## config.mk

```make
export PLATFORM = sky130hd
export DESIGN_NAME = uart_tx_buf
export DESIGN_NICKNAME = d
export VERILOG_FILES = /design/src/rtl/uart_pkg.sv /design/src/rtl/uart_sync_fifo.sv /design/src/rtl/uart_tx_buf.sv
export SDC_FILE = /design/constraint.sdc
export NUM_CORES = 1
export LEC_CHECK = 0
export ABC_AREA = 1
export BUFFER_PORTS_ARGS = -buffer_cell sky130_fd_sc_hd__buf_4
export CAP_MARGIN = 10
export CELL_PAD_IN_SITES_DETAIL_PLACEMENT = 0
export CELL_PAD_IN_SITES_GLOBAL_PLACEMENT = 1
export CORE_ASPECT_RATIO = 0.7
export CORE_UTILIZATION = 49
export CTS_CLUSTER_SIZE = 40
export DETAILED_ROUTE_END_ITERATION = 8
export GPL_ROUTABILITY_DRIVEN = 0
export PLACE_DENSITY = 0.87
export SLEW_MARGIN = 30
export SYNTH_ARGS = -nofsm -noshare
export SYNTH_HDL_FRONTEND = slang
export SYNTH_SLANG_ARGS = --single-unit
```

## constraint.sdc

```tcl
create_clock -name clk -period 3 [get_ports clk]
set_input_delay 0.15 -clock clk [delete_from_list [all_inputs] [get_ports clk]]
set_output_delay 0.15 -clock clk [all_outputs]
set_load 0.05 [all_outputs]
```

## src/rtl/uart_pkg.sv

```systemverilog
// Shared UART types: parity mode, TX FSM states and the baud NCO increment helper.
// ST_BREAK exists only when UART_TX_BREAK_EN is defined.
package uart_pkg;

  typedef enum logic [1:0] {
    PAR_NONE,
    PAR_EVEN,
    PAR_ODD
  } parity_t;

  typedef enum logic [2:0] {
    ST_IDLE,
    ST_START,
    ST_DATA,
    ST_PARITY,
    ST_STOP
`ifdef UART_TX_BREAK_EN
    , ST_BREAK
`endif
  } tx_state_t;

  // Rounded phase increment so the accumulator carries at BAUD_RATE on average.
  function automatic int nco_incr(real clk_freq, real baud, int width);
    return $rtoi((2.0 ** width) * baud / clk_freq + 0.5);
  endfunction

endpackage

```

## src/rtl/uart_sync_fifo.sv

```systemverilog
// Generic single-clock FIFO with show-ahead read data; latency 1 clk write-to-empty-deassert.
// Backpressure: writes when full and reads when empty are ignored; caller watches full/empty.
module uart_sync_fifo #(
  parameter int  WIDTH = 8,
  parameter int  DEPTH = 16,
  localparam int AW    = $clog2(DEPTH)
) (
  input  logic             clk,
  input  logic             rst,
  input  logic             wr_en,
  input  logic [WIDTH-1:0] wr_data,
  input  logic             rd_en,
  output logic [WIDTH-1:0] rd_data,
  output logic             full,
  output logic             empty,
  output logic [AW:0]      level
);

  logic [WIDTH-1:0] mem [DEPTH];
  logic [AW-1:0]    wr_ptr;
  logic [AW-1:0]    rd_ptr;
  logic             do_wr;
  logic             do_rd;

  assign do_wr   = wr_en && !full;
  assign do_rd   = rd_en && !empty;
  assign full    = (level == (AW+1)'(DEPTH));
  assign empty   = (level == '0);
  assign rd_data = mem[rd_ptr];

  always_ff @(posedge clk) begin
    if (do_wr) mem[wr_ptr] <= wr_data;
  end

  // Pointers wrap naturally because DEPTH is a power of two.
  always_ff @(posedge clk) begin
    if (rst) begin
      wr_ptr <= '0;
      rd_ptr <= '0;
      level  <= '0;
    end else begin
      if (do_wr) wr_ptr <= wr_ptr + 1'b1;
      if (do_rd) rd_ptr <= rd_ptr + 1'b1;
      if (do_wr && !do_rd)      level <= level + 1'b1;
      else if (!do_wr && do_rd) level <= level - 1'b1;
    end
  end

endmodule

```

## src/rtl/uart_tx_buf.sv

```systemverilog
// Buffered UART transmitter (optional line break via UART_TX_BREAK_EN); start bit <= 1 baud period + 2 clk after push.
// Backpressure: ready = FIFO not full; a write while not ready is dropped and pulses overflow.
module uart_tx_buf
  import uart_pkg::*;
#(
  parameter real     CLK_FREQ   = 100E6,
  parameter int      NCO_WIDTH  = 16,
  parameter real     BAUD_RATE  = 115200,
  parameter int      DATA_BITS  = 8,
  parameter int      STOP_BITS  = 1,
  parameter parity_t PARITY     = PAR_NONE,
  parameter int      FIFO_DEPTH = 16,
  localparam int     LW         = $clog2(FIFO_DEPTH) + 1
) (
  input  logic                 clk,
  input  logic                 rst,
  input  logic                 dvld,
  input  logic [DATA_BITS-1:0] data,
`ifdef UART_TX_BREAK_EN
  input  logic                 break_req,
`endif
  output logic                 ready,
  output logic                 overflow,
  output logic                 busy,
  output logic [LW-1:0]        fifo_level,
  output logic                 uart_tx
);

  localparam int         NCO_INCR  = nco_incr(CLK_FREQ, BAUD_RATE, NCO_WIDTH);
  localparam logic [2:0] LAST_DATA = 3'(DATA_BITS - 1);
  localparam logic [2:0] LAST_STOP = 3'(STOP_BITS - 1);

  logic                 fifo_full;
  logic                 fifo_empty;
  logic                 pop;
  logic [DATA_BITS-1:0] head;

  uart_sync_fifo #(
    .WIDTH (DATA_BITS),
    .DEPTH (FIFO_DEPTH)
  ) u_fifo (
    .clk     (clk),
    .rst     (rst),
    .wr_en   (dvld),
    .wr_data (data),
    .rd_en   (pop),
    .rd_data (head),
    .full    (fifo_full),
    .empty   (fifo_empty),
    .level   (fifo_level)
  );

  assign ready = !fifo_full;

  logic [NCO_WIDTH-1:0] nco_acc;
  logic [NCO_WIDTH:0]   nco_sum;
  logic                 baud_en;

  assign nco_sum = {1'b0, nco_acc} + (NCO_WIDTH+1)'(NCO_INCR);
  assign baud_en = nco_sum[NCO_WIDTH];

  tx_state_t            state, state_d;
  logic [DATA_BITS-1:0] shreg, shreg_d;
  logic                 par_bit, par_d;
  logic [2:0]           bit_cnt, cnt_d;
  logic                 tx_d;
  logic                 load;

  always_ff @(posedge clk) begin
    if (rst) begin
      nco_acc  <= '0;
      state    <= ST_IDLE;
      shreg    <= '0;
      par_bit  <= 1'b0;
      bit_cnt  <= '0;
      uart_tx  <= 1'b1;
      overflow <= 1'b0;
    end else begin
      nco_acc  <= nco_sum[NCO_WIDTH-1:0];
      state    <= state_d;
      shreg    <= shreg_d;
      par_bit  <= par_d;
      bit_cnt  <= cnt_d;
      uart_tx  <= tx_d;
      overflow <= dvld && fifo_full;
    end
  end

  // Every transition is gated by baud_en so each line level lasts one tick interval.
  always_comb begin
    state_d = state;
    shreg_d = shreg;
    par_d   = par_bit;
    cnt_d   = bit_cnt;
    tx_d    = uart_tx;
    load    = 1'b0;
    pop     = 1'b0;
    if (baud_en) begin
      case (state)
        ST_IDLE: begin
`ifdef UART_TX_BREAK_EN
          if (break_req) begin
            state_d = ST_BREAK;
            tx_d    = 1'b0;
          end else
`endif
          if (!fifo_empty) load = 1'b1;
        end
        ST_START: begin
          state_d = ST_DATA;
          tx_d    = shreg[0];
          shreg_d = shreg >> 1;
          cnt_d   = '0;
        end
        ST_DATA: begin
          if (bit_cnt == LAST_DATA) begin
            cnt_d = '0;
            if (PARITY != PAR_NONE) begin
              state_d = ST_PARITY;
              tx_d    = par_bit;
            end else begin
              state_d = ST_STOP;
              tx_d    = 1'b1;
            end
          end else begin
            tx_d    = shreg[0];
            shreg_d = shreg >> 1;
            cnt_d   = bit_cnt + 3'd1;
          end
        end
        ST_PARITY: begin
          state_d = ST_STOP;
          tx_d    = 1'b1;
          cnt_d   = '0;
        end
        ST_STOP: begin
          if (bit_cnt == LAST_STOP) begin
            if (!fifo_empty) load = 1'b1;
            else             state_d = ST_IDLE;
          end else begin
            cnt_d = bit_cnt + 3'd1;
          end
        end
`ifdef UART_TX_BREAK_EN
        // Leaving break goes through STOP so the line is high before any frame.
        ST_BREAK: begin
          if (!break_req) begin
            state_d = ST_STOP;
            tx_d    = 1'b1;
            cnt_d   = '0;
          end
        end
`endif
        default: begin
          state_d = ST_IDLE;
          tx_d    = 1'b1;
        end
      endcase
    end
    if (load) begin
      pop     = 1'b1;
      shreg_d = head;
      par_d   = (PARITY == PAR_ODD) ? ~^head : ^head;
      state_d = ST_START;
      tx_d    = 1'b0;
    end
  end

  assign busy = (state != ST_IDLE) || (fifo_level != '0);

endmodule

```

==> After elaboration in Yosys (flattened, before gate mapping) <==
Memories as Yosys holds them, arrays and structs flattened. A register that Yosys moved wholly into a read port is not among the register bits.
Index checks and enable logic that the tools add are counted.
{ "op_classes": {"reduce_logical": 27, "n_addsub": 6, "bitwise": 1, "n_eq_ne": 16, "muxes": 28} }
{ "op_table": {"columns": ["cell", "n"], "rows": [
  ["8-bit 2-to-1 mux", 3],
  ["16-bit by 7-bit adder with 17-bit output (second input constant)", 1],
  ["8-bit case mux with 2 select lines", 1],
  ["3-bit 2-to-1 mux", 5],
  ["3-bit case mux with 5 select lines", 1],
  ["3-bit inequality test (second input constant)", 4],
  ["1-bit 2-to-1 mux", 11],
  ["5-bit 2-to-1 mux", 2],
  ["2-bit inequality test (second input constant)", 5],
  ["5-bit AND reduction", 2],
  ["3-bit case mux with 3 select lines", 1],
  ["3-bit nonzero test", 3],
  ["4-bit by 1-bit adder with 4-bit output (second input constant)", 2],
  ["4-bit 2-to-1 mux", 2],
  ["3-bit by 2-bit equality test with 1-bit output (second input constant)", 2],
  ["3-bit equality test (second input constant)", 2],
  ["3-bit zero test", 2],
  ["3-bit AND reduction", 2],
  ["2-bit OR reduction", 3],
  ["5-bit by 1-bit adder with 5-bit output (second input constant)", 1],
  ["5-bit equality test (second input constant)", 1],
  ["1-bit logical AND", 5],
  ["5-bit zero test", 1],
  ["5-bit nonzero test", 1],
  ["other kinds (11)", 15]
]} }
{ "totals": {"input_bits": 11, "ramBits": 128, "ff_bits": 45, "output_inout_bits": 9, "mem_count": 1} }
{ "memory_table": {"columns": ["memory", "depth", "word_bits", "rd", "rd_ports_with_merged_regs", "wr", "line", "source"], "rows": [
  ["u_fifo.mem", 16, 8, 1, 1, 1, "uart_sync_fifo.sv:19", "logic [WIDTH-1:0] mem [DEPTH];"]
]} }

==> Longest topological paths before layout <==
Gate-level depths: netlist of run 1.
{ "logic_depth": {"depth_word": 10, "depth_mapped": 21} }

==> Modules after synthesis <==
From an unflattened synthesis of run 1, not the netlist that was laid out.
{ "hier_totals": {"cells_unflattened": 938, "area_unflattened_um2": 8365.5} }
{ "by_module_without_submodules": {"columns": ["mod", "seq_area_each_um2", "instances", "area_each_um2", "cells_per_inst"], "rows": [
  ["uart_sync_fifo", 4184.0, 1, 6502.5, 657],
  ["uart_tx_buf", 640.6, 1, 1863.0, 281]
]} }

==> Least setup slack after synthesis of run 1 <==
OpenSTA, ideal clock, no wires.
{ "synth_timing": {"path_type": "register to register", "start": "register u_fifo.level[1]", "end": "register u_fifo.level[4]", "n_path_buf": 0, "synth_period_minus_slack_ns": 3.022, "stages_incl_launch_ff": 15, "setup_slack_ns": -0.022, "t_arrival_ns": 2.909, "cell_sequence": "dfxtp_1 > nor2_1 > nand3_1 > nand2_1 > inv_1 > ha_1 > inv_1 > fa_1 > a21o_1 > a21oi_1 > nor2_1 > nor2_1 > nand2_1 > nor2_1 > nor2_1"} }
{ "synth_rtl": {"columns": ["element", "line", "source"], "rows": [
  ["start: declaration", "uart_sync_fifo.sv:16", "output logic [AW:0] level"],
  ["start signal: assignment", "uart_sync_fifo.sv:44", "if (do_wr && !do_rd) level <= level + 1'b1;"],
  ["start signal: assignment", "uart_sync_fifo.sv:45", "else if (!do_wr && do_rd) level <= level - 1'b1;"],
  ["5-bit equality test *", "uart_sync_fifo.sv:27", "assign full = (level == (AW+1)'(DEPTH));"],
  ["1-bit zero test *", null, null],
  ["via ready", "uart_tx_buf.sv:22", "output logic ready,"],
  ["1-bit logical AND *", "uart_sync_fifo.sv:25", "assign do_wr = wr_en && !full;"],
  ["via u_fifo.do_wr", "uart_sync_fifo.sv:22", "logic do_wr;"],
  ["1-bit zero test", "uart_sync_fifo.sv:45", null],
  ["1-bit logical AND", "uart_sync_fifo.sv:45", null],
  ["2-bit nonzero test (no source line)", null, null]
]} }
Mark *: on every way through the listed nets, which the timed path passes. The rest lies on a longest branch. The select of a mux whose other input is x is not followed.
A chain may end at the register's enable or synchronous reset.

==> Final worst setup path of run 1 <==
{ "layout_timing": {"start": "register nco_acc[0]", "end": "register u_fifo.level[4]"} }
{ "layout_via": {"elab_chain_len": 7} }
{ "layout_lines": {"columns": ["element", "line", "source"], "rows": [
  ["start: declaration", "uart_tx_buf.sv:55", "logic [NCO_WIDTH-1:0] nco_acc;"],
  ["start signal: assignment", "uart_tx_buf.sv:79", "nco_acc <= nco_sum[NCO_WIDTH-1:0];"],
  ["16-bit by 7-bit adder with 17-bit output *", "uart_tx_buf.sv:59", "assign nco_sum = {1'b0, nco_acc} + (NCO_WIDTH+1)'(NCO_INCR);"],
  ["1-bit 2-to-1 mux *", "uart_tx_buf.sv:98", "if (baud_en) begin"],
  ["1-bit 2-to-1 mux *", "uart_tx_buf.sv:160", "if (load) begin"],
  ["1-bit logical AND *", "uart_sync_fifo.sv:26", "assign do_rd = rd_en && !empty;"],
  ["1-bit zero test", "uart_sync_fifo.sv:44", null],
  ["1-bit logical AND", "uart_sync_fifo.sv:44", null],
  ["5-bit 2-to-1 mux or 2-bit nonzero test (tied branches)", null, null]
]} }
Mark *: on every way between the ends. The rest lies on a longest branch, timed or not.

==> impl_metrics.toml, run 1 <==
[worst_setup_path]
path_class = "flip-flop to flip-flop"
rrSetupSlack_ps = 300
critPathMaxFanout = 4
reg2reg_from = "nco_acc[0]$_SDFF_PP0_"
startpoint_type = "flip-flop"
cp-endpoint = "u_fifo.level[4]$_SDFFE_PP0P_"
rr_endpoint = "u_fifo.level[4]$_SDFFE_PP0P_"
cp.arrival_ps = 3070
cp-end-kind = "flip-flop"
crit_start = "nco_acc[0]$_SDFF_PP0_"
worstPathRequired_ps = 3370
r2r.worst_path.cells = 21

[yosys]
synth_warnings = 0
async_flop_share_pct = 0
synth_area_um2 = 7700
synth_area_leader_cell = "edfxtp_1"
syn_inst = 805
yosysSeqAreaShare_pct = 62.7
mappedNetlistNets = 830
synth_ff_type = "edfxtp_1"
yosysUniqueCellTypes = 35
synth_common_cells = "nand2_1, edfxtp_1, nor2_1, nand3_1, inv_1"
synthTopCellsByArea = "edfxtp_1, dfxtp_1, nand2_1"
ys_seq_elements = 177
synth_edf_count = 128
synth_top_area_share_pct = 49.9
syn_area_per_cell_um2 = 9.57
synth.most_common_cell = "nand2_1"

[sta]
max_freq_mhz = 370
whs_ps = 41.8
fin_skew_ps = 7.32
timing_max_transition_violations_final = 0
fin_crit_ps = 2700
relSlewSlack_pct = 37.1
rsz0062_at_grt = "no"
setup_violations = 0
min_period_over_period_pct = 90.0
finalHoldViolCount = 0
finalWorstSetupSlack_ps = 300
worst_pin_slew_ps = 942
fin_setup_tns_ps = 0

[die]
die_y_um = 107
die_w_um = 152
rows = 37
die_area_um2 = 16200
core_area_um2 = 15000
ios = 20
start_util_pct = 51.3

[detailed_routing]
wl_met3_um = 981
met1_length_um = 7800
vias = 5489
viasPerCell = 5.30
wl_per_cell_um = 16.0
drc = 0
top_layer = "met4"
wl_met2_um = 7560
drtIter0Drc = 458
ant_nets = 0
routed_wl_um = 16600
dr.pass1.iters = 5

[pwr]
leakage_nw = 3.34
ir_worst_vdd_mv = 0.406
totalPowerFinal_mw = 5.49
p_per_area_nw_per_um2 = 629

[clock_tree]
cts_sinks = 177
post-cts-setup-buffer-count = 0
cts.htree.levels = 4
clk_latency_ps = 430
clkTransAtPathRegs_ps = 60
cts_tree = "built"
cts_buffers = 17
clock_path_buffers = 2
root_buffer = "clkbuf_16"

[layout]
multiInputGateArea_um2 = 2470
utilization_pct = 58.1
seq_area_um2 = 4830
fin_cells = 1035
area_growth_pct = 13.2
design_area_um2 = 8720
num_antenna_cells = 0
drive_gt1_share_pct = 10.5
final_nets = 852
nFillCells = 1259

[min_path]
hold_start = "data[7]"
min_path_type = "input pin to flip-flop"

[grt]
grt_antenna_before_repair = 0
overflow = 0
grt_max_degree = 77
grtUsageTotal_pct = 21.5
grt_pass1_wl_um = 26300
grt_pass1_vias = 5169

[job]
max_cap_violations = 0

[run_status]
status = "finished clean"

[placed_design]
dp.cells = 1002
io_buffers = 19
hpwl_um = 11000
dpl_cell_area_um2 = 8050
pre_cts_ws_ps = 100
-- critical path, cell delays in order (launching register included) --
cell     delay (ps)
dfxtp_1         350
inv_1            50
ha_1            180
inv_1            60
nand2_1          90
nand2_2         100
nand2_1          70
nand2_2          60
nand3_1         100
nor2_2          130
nand2_2         110
ha_2            230
inv_2            90
ha_1            280
a21o_1          210
a21oi_2         130
nor2_1           50
nor2_1           70
nand2_1          70
nand2_1          60
nand2_1          40
nor2_1          100
-- sequential cells by signal, indices dropped and copies added (netlist names), named ones only --
| signal | flops |
|---|---|
| uart_tx | 1 |
| state | 3 |
| u_fifo.mem | 128 |
| u_fifo.level | 5 |
| nco_acc | 16 |
| u_fifo.rd_ptr | 4 |
| u_fifo.wr_ptr | 4 |
| overflow | 1 |
| bit_cnt | 3 |
| shreg | 8 |
-- cell usage in the layout (no fill, tap or decap), types with 2 or more instances in the layout --
master | synthesis | layout
nor2_1 | 92 | 91
ha_1 | 13 | 12
bufinv_16 | 0 | 5
nand4_1 | 3 | 3
clkinvlp_4 | 0 | 2
o21ai_0 | 34 | 34
a31oi_1 | 2 | 2
inv_6 | 0 | 2
nand2_2 | 4 | 6
nand2_1 | 222 | 220
a21oi_2 | 4 | 5
o21ai_1 | 2 | 2
inv_1 | 71 | 70
a21o_1 | 2 | 2
nand3_1 | 84 | 83
buf_4 | 1 | 32
o211ai_1 | 6 | 6
inv_2 | 4 | 5
clkbuf_16 | 0 | 17
nand3_4 | 2 | 2
nand3_2 | 1 | 2
a21oi_1 | 34 | 33
clkinv_4 | 0 | 2
or2_2 | 2 | 2
a211oi_1 | 3 | 3
clkbuf_1 | 12 | 2
dfxtp_1 | 49 | 48
xor2_1 | 3 | 3
o21a_1 | 3 | 3
edfxtp_1 | 128 | 128
nor2_2 | 1 | 2
-- kinds of logic after synthesis --
logic type,count (synthesis),synth area share [%]
compound gates,90,6.53
fa+ha+maj,14,2.37
xor+xnor,4,0.455
buf+inv,105,5.44
flops,177,62.7
simple gates,415,22.5
-- cell type report --
class | count | share of cell area, %
sequential | 177 | 55.4
multi-input combinational | 523 | 28.4
clock buffer | 19 | 4.97
inverter | 75 | 3.23
timing repair buffer | 33 | 2.87
tap | 195 | 2.80
clock inverter | 13 | 2.40
-- what timing repair did --
item	CTS	global route
hold buffers	1	0
resized for setup	0	6
endpoints found under the setup margin	0	2
hold endpoints to repair	1	0
-- where the power goes --
part           switching (mW)  internal (mW)  total (mW)
logic                   0.265          0.117       0.381
clock network           0.911           1.48        2.39
registers              0.0364           2.68        2.71
-- how the worst min path moves through the flow --
stage | end | slack, ps | cells after the start
final | u_fifo.mem[7][7]$_DFFE_PP_ | 40 | 1
after global routing | u_fifo.mem[4][7]$_DFFE_PP_ | 40 | 1
after CTS | u_fifo.mem[6][7]$_DFFE_PP_ | 30 | 1
after detailed placement | overflow$_SDFF_PP0_ | 410 | 3
after global placement | overflow$_SDFF_PP0_ | 400 | 3
after floorplan | u_fifo.mem[0][0]$_DFFE_PP_ | 250 | 0
-- routing by layer --
layer	track usage (%)	vias up
li1	-	2720
met1	29.8	2598
met2	33.6	153
met3	4.41	18
met4	8.07	0
met5	0	-
Note: power is estimated with default switching activity, not from simulation.
==> run 2: changes to the inputs <==
PLACE_DENSITY = 0.78   (was 0.87)
==> impl_metrics.toml, run 2 (synthesis results as in run 1) <==
[pwr]
leakage_nw = 3.35
pwr-share-seq_pct = 49.7
power_switching_mw = 1.26
totalPowerFinal_mw = 5.46
ir_worst_vdd_mv = 0.404
pwr-share-clk_pct = 43.1
p_per_area_nw_per_um2 = 624
pwr-share-comb_pct = 7.2
p_int_mw = 4.20
switching_share_pct = 23.0

[grt]
top_usage_layer = "met2"
grt_pass1_wl_um = 27300
grt_pass1_vias = 5205
met2_usage_pct = 34.3
grt_antenna_before_repair = 0
use_met3_pct = 5.90
grtUsageTotal_pct = 22.5
grt_max_degree = 77
grtUsageMet1_pct = 31.6
overflow = 0

[die]
die_w_um = 152
rows = 37
core_area_um2 = 15000
ios = 20
die_y_um = 107
start_util_pct = 51.3
die_area_um2 = 16200

[worst_setup_path]
cp-endpoint = "u_fifo.level[4]$_SDFFE_PP0P_"
cp.arrival_ps = 3100
cp-end-kind = "flip-flop"
rr_endpoint = "u_fifo.level[4]$_SDFFE_PP0P_"
startpoint_type = "flip-flop"
r2r.worst_path.cells = 21
rrSetupSlack_ps = 260
path_class = "flip-flop to flip-flop"
reg2reg_from = "nco_acc[0]$_SDFF_PP0_"
worstPathRequired_ps = 3360
critPathMaxFanout = 4
crit_start = "nco_acc[0]$_SDFF_PP0_"

[clock_tree]
cts_buffers = 17
clkTransAtPathRegs_ps = 70
post-cts-setup-buffer-count = 0
cts.htree.levels = 4
clk_latency_ps = 430
clock_path_buffers = 2
cts_sinks = 177
cts_tree = "built"
root_buffer = "clkbuf_16"

[sta]
finalHoldViolCount = 0
fin_skew_ps = 11.0
relSlewSlack_pct = 41.6
setup_violations = 0
worst_pin_slew_ps = 873
min_period_over_period_pct = 91.3
timing_max_transition_violations_final = 0
max_freq_mhz = 365
fin_setup_tns_ps = 0
fin_crit_ps = 2740

[job]
max_cap_violations = 0

[detailed_routing]
vias = 5510
wl_per_cell_um = 16.7
routed_wl_um = 17300
ant_nets = 0
dr.pass1.iters = 5
drc = 0
viasPerCell = 5.30
drtIter0Drc = 500

[min_path]
min_path_type = "input pin to flip-flop"

[run_status]
status = "finished clean"

[layout]
utilization_pct = 58.3
final_nets = 856
top_register = "u_fifo.mem"
reg_top3 = "u_fifo.mem: 128 flops, nco_acc: 16 flops, shreg: 8 flops"
num_antenna_cells = 0
final_common_cell = "nand2_1"
area_growth_pct = 13.6
drive_gt1_share_pct = 11.3
layout_common_cells = "nand2_1, edfxtp_1, nor2_1"
largest_reg_flops = 128

[placed_design]
io_buffers = 19
hpwl_um = 11100
## run 2: cell types whose count changed in the layout (fill, tap and decap cells not counted), sizes merged
cell,delta
clkbuf,-2
bufinv,-1
inv,+1
clkinvlp,+2
buf,+4
## run 2: metal layers
layer | routed length [um] | up-vias
met5 | 0 | -
li1 | - | 2730
met4 | 150 | 0
met3 | 1020 | 13
met1 | 8370 | 2616
met2 | 7780 | 151
## run 2: final cells by class
class	count	area [um2]
Inverter	75	282
Clock buffer	17	425
Multi-Input combinational cell	523	2480
Clock inverter	15	208
Sequential cell	177	4830
Tap cell	195	244
Fill cell	1313	6250
Timing Repair Buffer	37	280
## run 2: through the flow
stage	hold WS, ps	instance area [um2]	std cells	setup WS [ps]
2_1_floorplan	249	7700	805	205
3_3_place_gp	426	8080	1006	166
3_5_place_dp	414	8080	1006	48.3
4_1_cts	33.0	8730	1039	41.8
5_1_grt	39.0	8750	1039	-44.1
6_report	50.8	8750	1039	260
## run 2: critical path: stages, from the launching register on
cell and delay, ps:
dfxtp_1 340, inv_1 50, ha_1 200, inv_1 70, nand2_1 90, nand2_2 90, nand2_1 70, nand2_2 60
nand3_1 110, nor2_2 150, nand2_2 130, ha_2 240, inv_2 110, ha_4 220, a21o_1 180, a21oi_1 160
nor2_1 60, nor2_1 80, nand2_1 70, nand2_1 60, nand2_1 50, nor2_1 100
## run 2: power by group through the flow
stage	logic [mW]	registers [mW]	clock network, mW
finish	0.392	2.71	2.35
global route	0.431	2.72	2.49
CTS	0.386	2.71	2.39
detailed placement	0.380	2.77	0
global placement	0.372	2.76	0
floorplan	0.204	2.80	0
## run 2: how the worst min path moves through the flow
stage | from | to | slack, ps | cells past startpoint
after floorplan | data[0] | u_fifo.mem[0][0]$_DFFE_PP_ | 250 | 0
after global placement | nco_acc[0]$_SDFF_PP0_ | nco_acc[0]$_SDFF_PP0_ | 430 | 1
after detailed placement | dvld | overflow$_SDFF_PP0_ | 410 | 3
after CTS | data[7] | u_fifo.mem[1][7]$_DFFE_PP_ | 30 | 1
after global routing | data[7] | u_fifo.mem[1][7]$_DFFE_PP_ | 40 | 1
final | data[7] | u_fifo.mem[0][7]$_DFFE_PP_ | 50 | 1
## run 2: repair_timing
action                                  CTS  global route
gates resized for setup                   1             5
pin swaps                                 0             0
hold buffers                              1             0
endpoints found under the hold margin     1             0
endpoints found under the setup margin    1             2
cloned                                    0             0
==> run 3: changes to the inputs <==
==> constraint.sdc (replaced) <==
create_clock -name clk -period 3 [get_ports clk]
set_input_delay 0.3 -clock clk [delete_from_list [all_inputs] [get_ports clk]]
set_output_delay 0.3 -clock clk [all_outputs]
set_load 0.05 [all_outputs]
==> impl_metrics.toml, run 3 (synthesis results as in run 1) <==
[layout]
top_register = "u_fifo.mem"
final_common_cell = "nand2_1"
utilization_pct = 58.3
largest_reg_flops = 128
layout_common_cells = "nand2_1, edfxtp_1, nor2_1"
fin_cells = 1038
reg_top3 = "u_fifo.mem: 128 flops, nco_acc: 16 flops, shreg: 8 flops"
drive_gt1_share_pct = 11.3
final_nets = 855
nFillCells = 1314
num_antenna_cells = 0
area_growth_pct = 13.5

[clock_tree]
clkTransAtPathRegs_ps = 60
cts_sinks = 177
cts.htree.levels = 4
post-cts-setup-buffer-count = 0
clock_path_buffers = 2
root_buffer = "clkbuf_16"
clk_latency_ps = 430
cts_tree = "built"
cts_buffers = 17

[sta]
fin_crit_ps = 2740
max_freq_mhz = 365
worst_pin_slew_ps = 871
min_period_over_period_pct = 91.3
fin_skew_ps = 12.2
relSlewSlack_pct = 41.7
whs_ps = 132
setup_violations = 0
finalHoldViolCount = 0
timing_max_transition_violations_final = 0

[worst_setup_path]
rrSetupSlack_ps = 260
crit_chain = "inv_1 -> ha_1 -> inv_1 -> nand2_1 -> nand2_2 -> nand2_1 -> nand2_2 -> nand3_1 -> nor2_2 -> nand2_2 -> ha_2 -> inv_2 -> ha_4 -> a21o_1 -> a21oi_1 -> nor2_1 -> nor2_1 -> nand2_1 -> nand2_1 -> nand2_1 -> nor2_1"
startpoint_type = "flip-flop"
path_buf_inv = 3
cp-end-kind = "flip-flop"
cp.arrival_ps = 3100
path_class = "flip-flop to flip-flop"
worstPathRequired_ps = 3360
critPathMaxFanout = 4
cp_slowest_stage_delay_ps = 340
crit_path_top_delay_cell = "dfxtp_1"
crit_top_cell = "nand2_1"
crit_family = "simple AND/OR/NAND/NOR gates"

[detailed_routing]
viasPerCell = 5.32
wl_per_cell_um = 16.7
ant_nets = 0
dr.pass1.iters = 4
drc = 0
routed_wl_um = 17300
drtIter0Drc = 440
vias = 5527

[die]
die_area_um2 = 16200
core_area_um2 = 15000
rows = 37
die_w_um = 152
start_util_pct = 51.3
ios = 20
die_y_um = 107

[run_status]
status = "finished clean"

[grt]
grtUsageTotal_pct = 22.5
grt_pass1_vias = 5193
grt_antenna_before_repair = 0
grt_pass1_wl_um = 27300
grt_max_degree = 77
overflow = 0

[pwr]
leakage_nw = 3.34
ir_worst_vdd_mv = 0.405
p_per_area_nw_per_um2 = 624

[placed_design]
hpwl_um = 11100
dp.cells = 1006
io_buffers = 19

[min_path]
min_path_type = "input pin to flip-flop"

[job]
max_cap_violations = 0
## run 3: cell types whose count changed in the layout (fill, tap and decap cells not counted), sizes merged
cell,previous run,this run
dlygate4sd3,1,0
## run 3: repair_timing
action | in CTS | in global routing
endpoints found under the setup margin | 1 | 2
hold buffers | 0 | 0
resized for setup | 1 | 5
## run 3: area by class of cell
type / count / area [um2] / area share [%]
clock buffer: 17 / 425 / 4.87
timing repair buffer: 36 / 270 / 3.09
sequential: 177 / 4830 / 55.2
tap: 195 / 244 / 2.79
multi-input combinational: 523 / 2480 / 28.4
clock inverter: 15 / 208 / 2.38
inverter: 75 / 282 / 3.22
## run 3: worst paths after layout
path | from | to | depth (start not counted)
max | nco_acc[0]$_SDFF_PP0_ | u_fifo.level[4]$_SDFFE_PP0P_ | 21
min | dvld | overflow$_SDFF_PP0_ | 3
max reg2reg | nco_acc[0]$_SDFF_PP0_ | u_fifo.level[4]$_SDFFE_PP0P_ | 21
min reg2reg | nco_acc[0]$_SDFF_PP0_ | nco_acc[0]$_SDFF_PP0_ | 1
## run 3: report_power, final
group / internal, mW / leakage [nW] / total (mW) / switching, mW
sequential: 2.68 / 1.56 / 2.72 / 0.0374
combinational: 0.121 / 1.49 / 0.391 / 0.270
clock: 1.40 / 0.296 / 2.35 / 0.947
total: 4.20 / 3.34 / 5.46 / 1.25
## run 3: stage by stage
step / TNS (ps) / power [mW] / instance area [um2] / setup slack [ps]
floorplan: 0 / 3.01 / 7700 / 205
global placement: 0 / 3.13 / 8080 / 166
detailed placement: 0 / 3.15 / 8080 / 48.3
CTS: 0 / 5.48 / 8720 / 41.8
global route: -44.1 / 5.64 / 8740 / -44.1
finish: 0 / 5.46 / 8740 / 261
## run 3: worst min-delay path, stage by stage
cell     delay (ps)
buf_4           110
nand2_1          60
nor2_1           40
## run 3: routing by layer
| layer | vias up | global-route usage (%) | share of wire [%] |
|---|---|---|---|
| li1 | 2730 | - | - |
| met5 | - | 0 | 0 |
| met4 | 0 | 6.79 | 0.98 |
| met3 | 16 | 5.90 | 5.9 |
| met2 | 149 | 34.2 | 45 |
| met1 | 2632 | 31.6 | 48 |
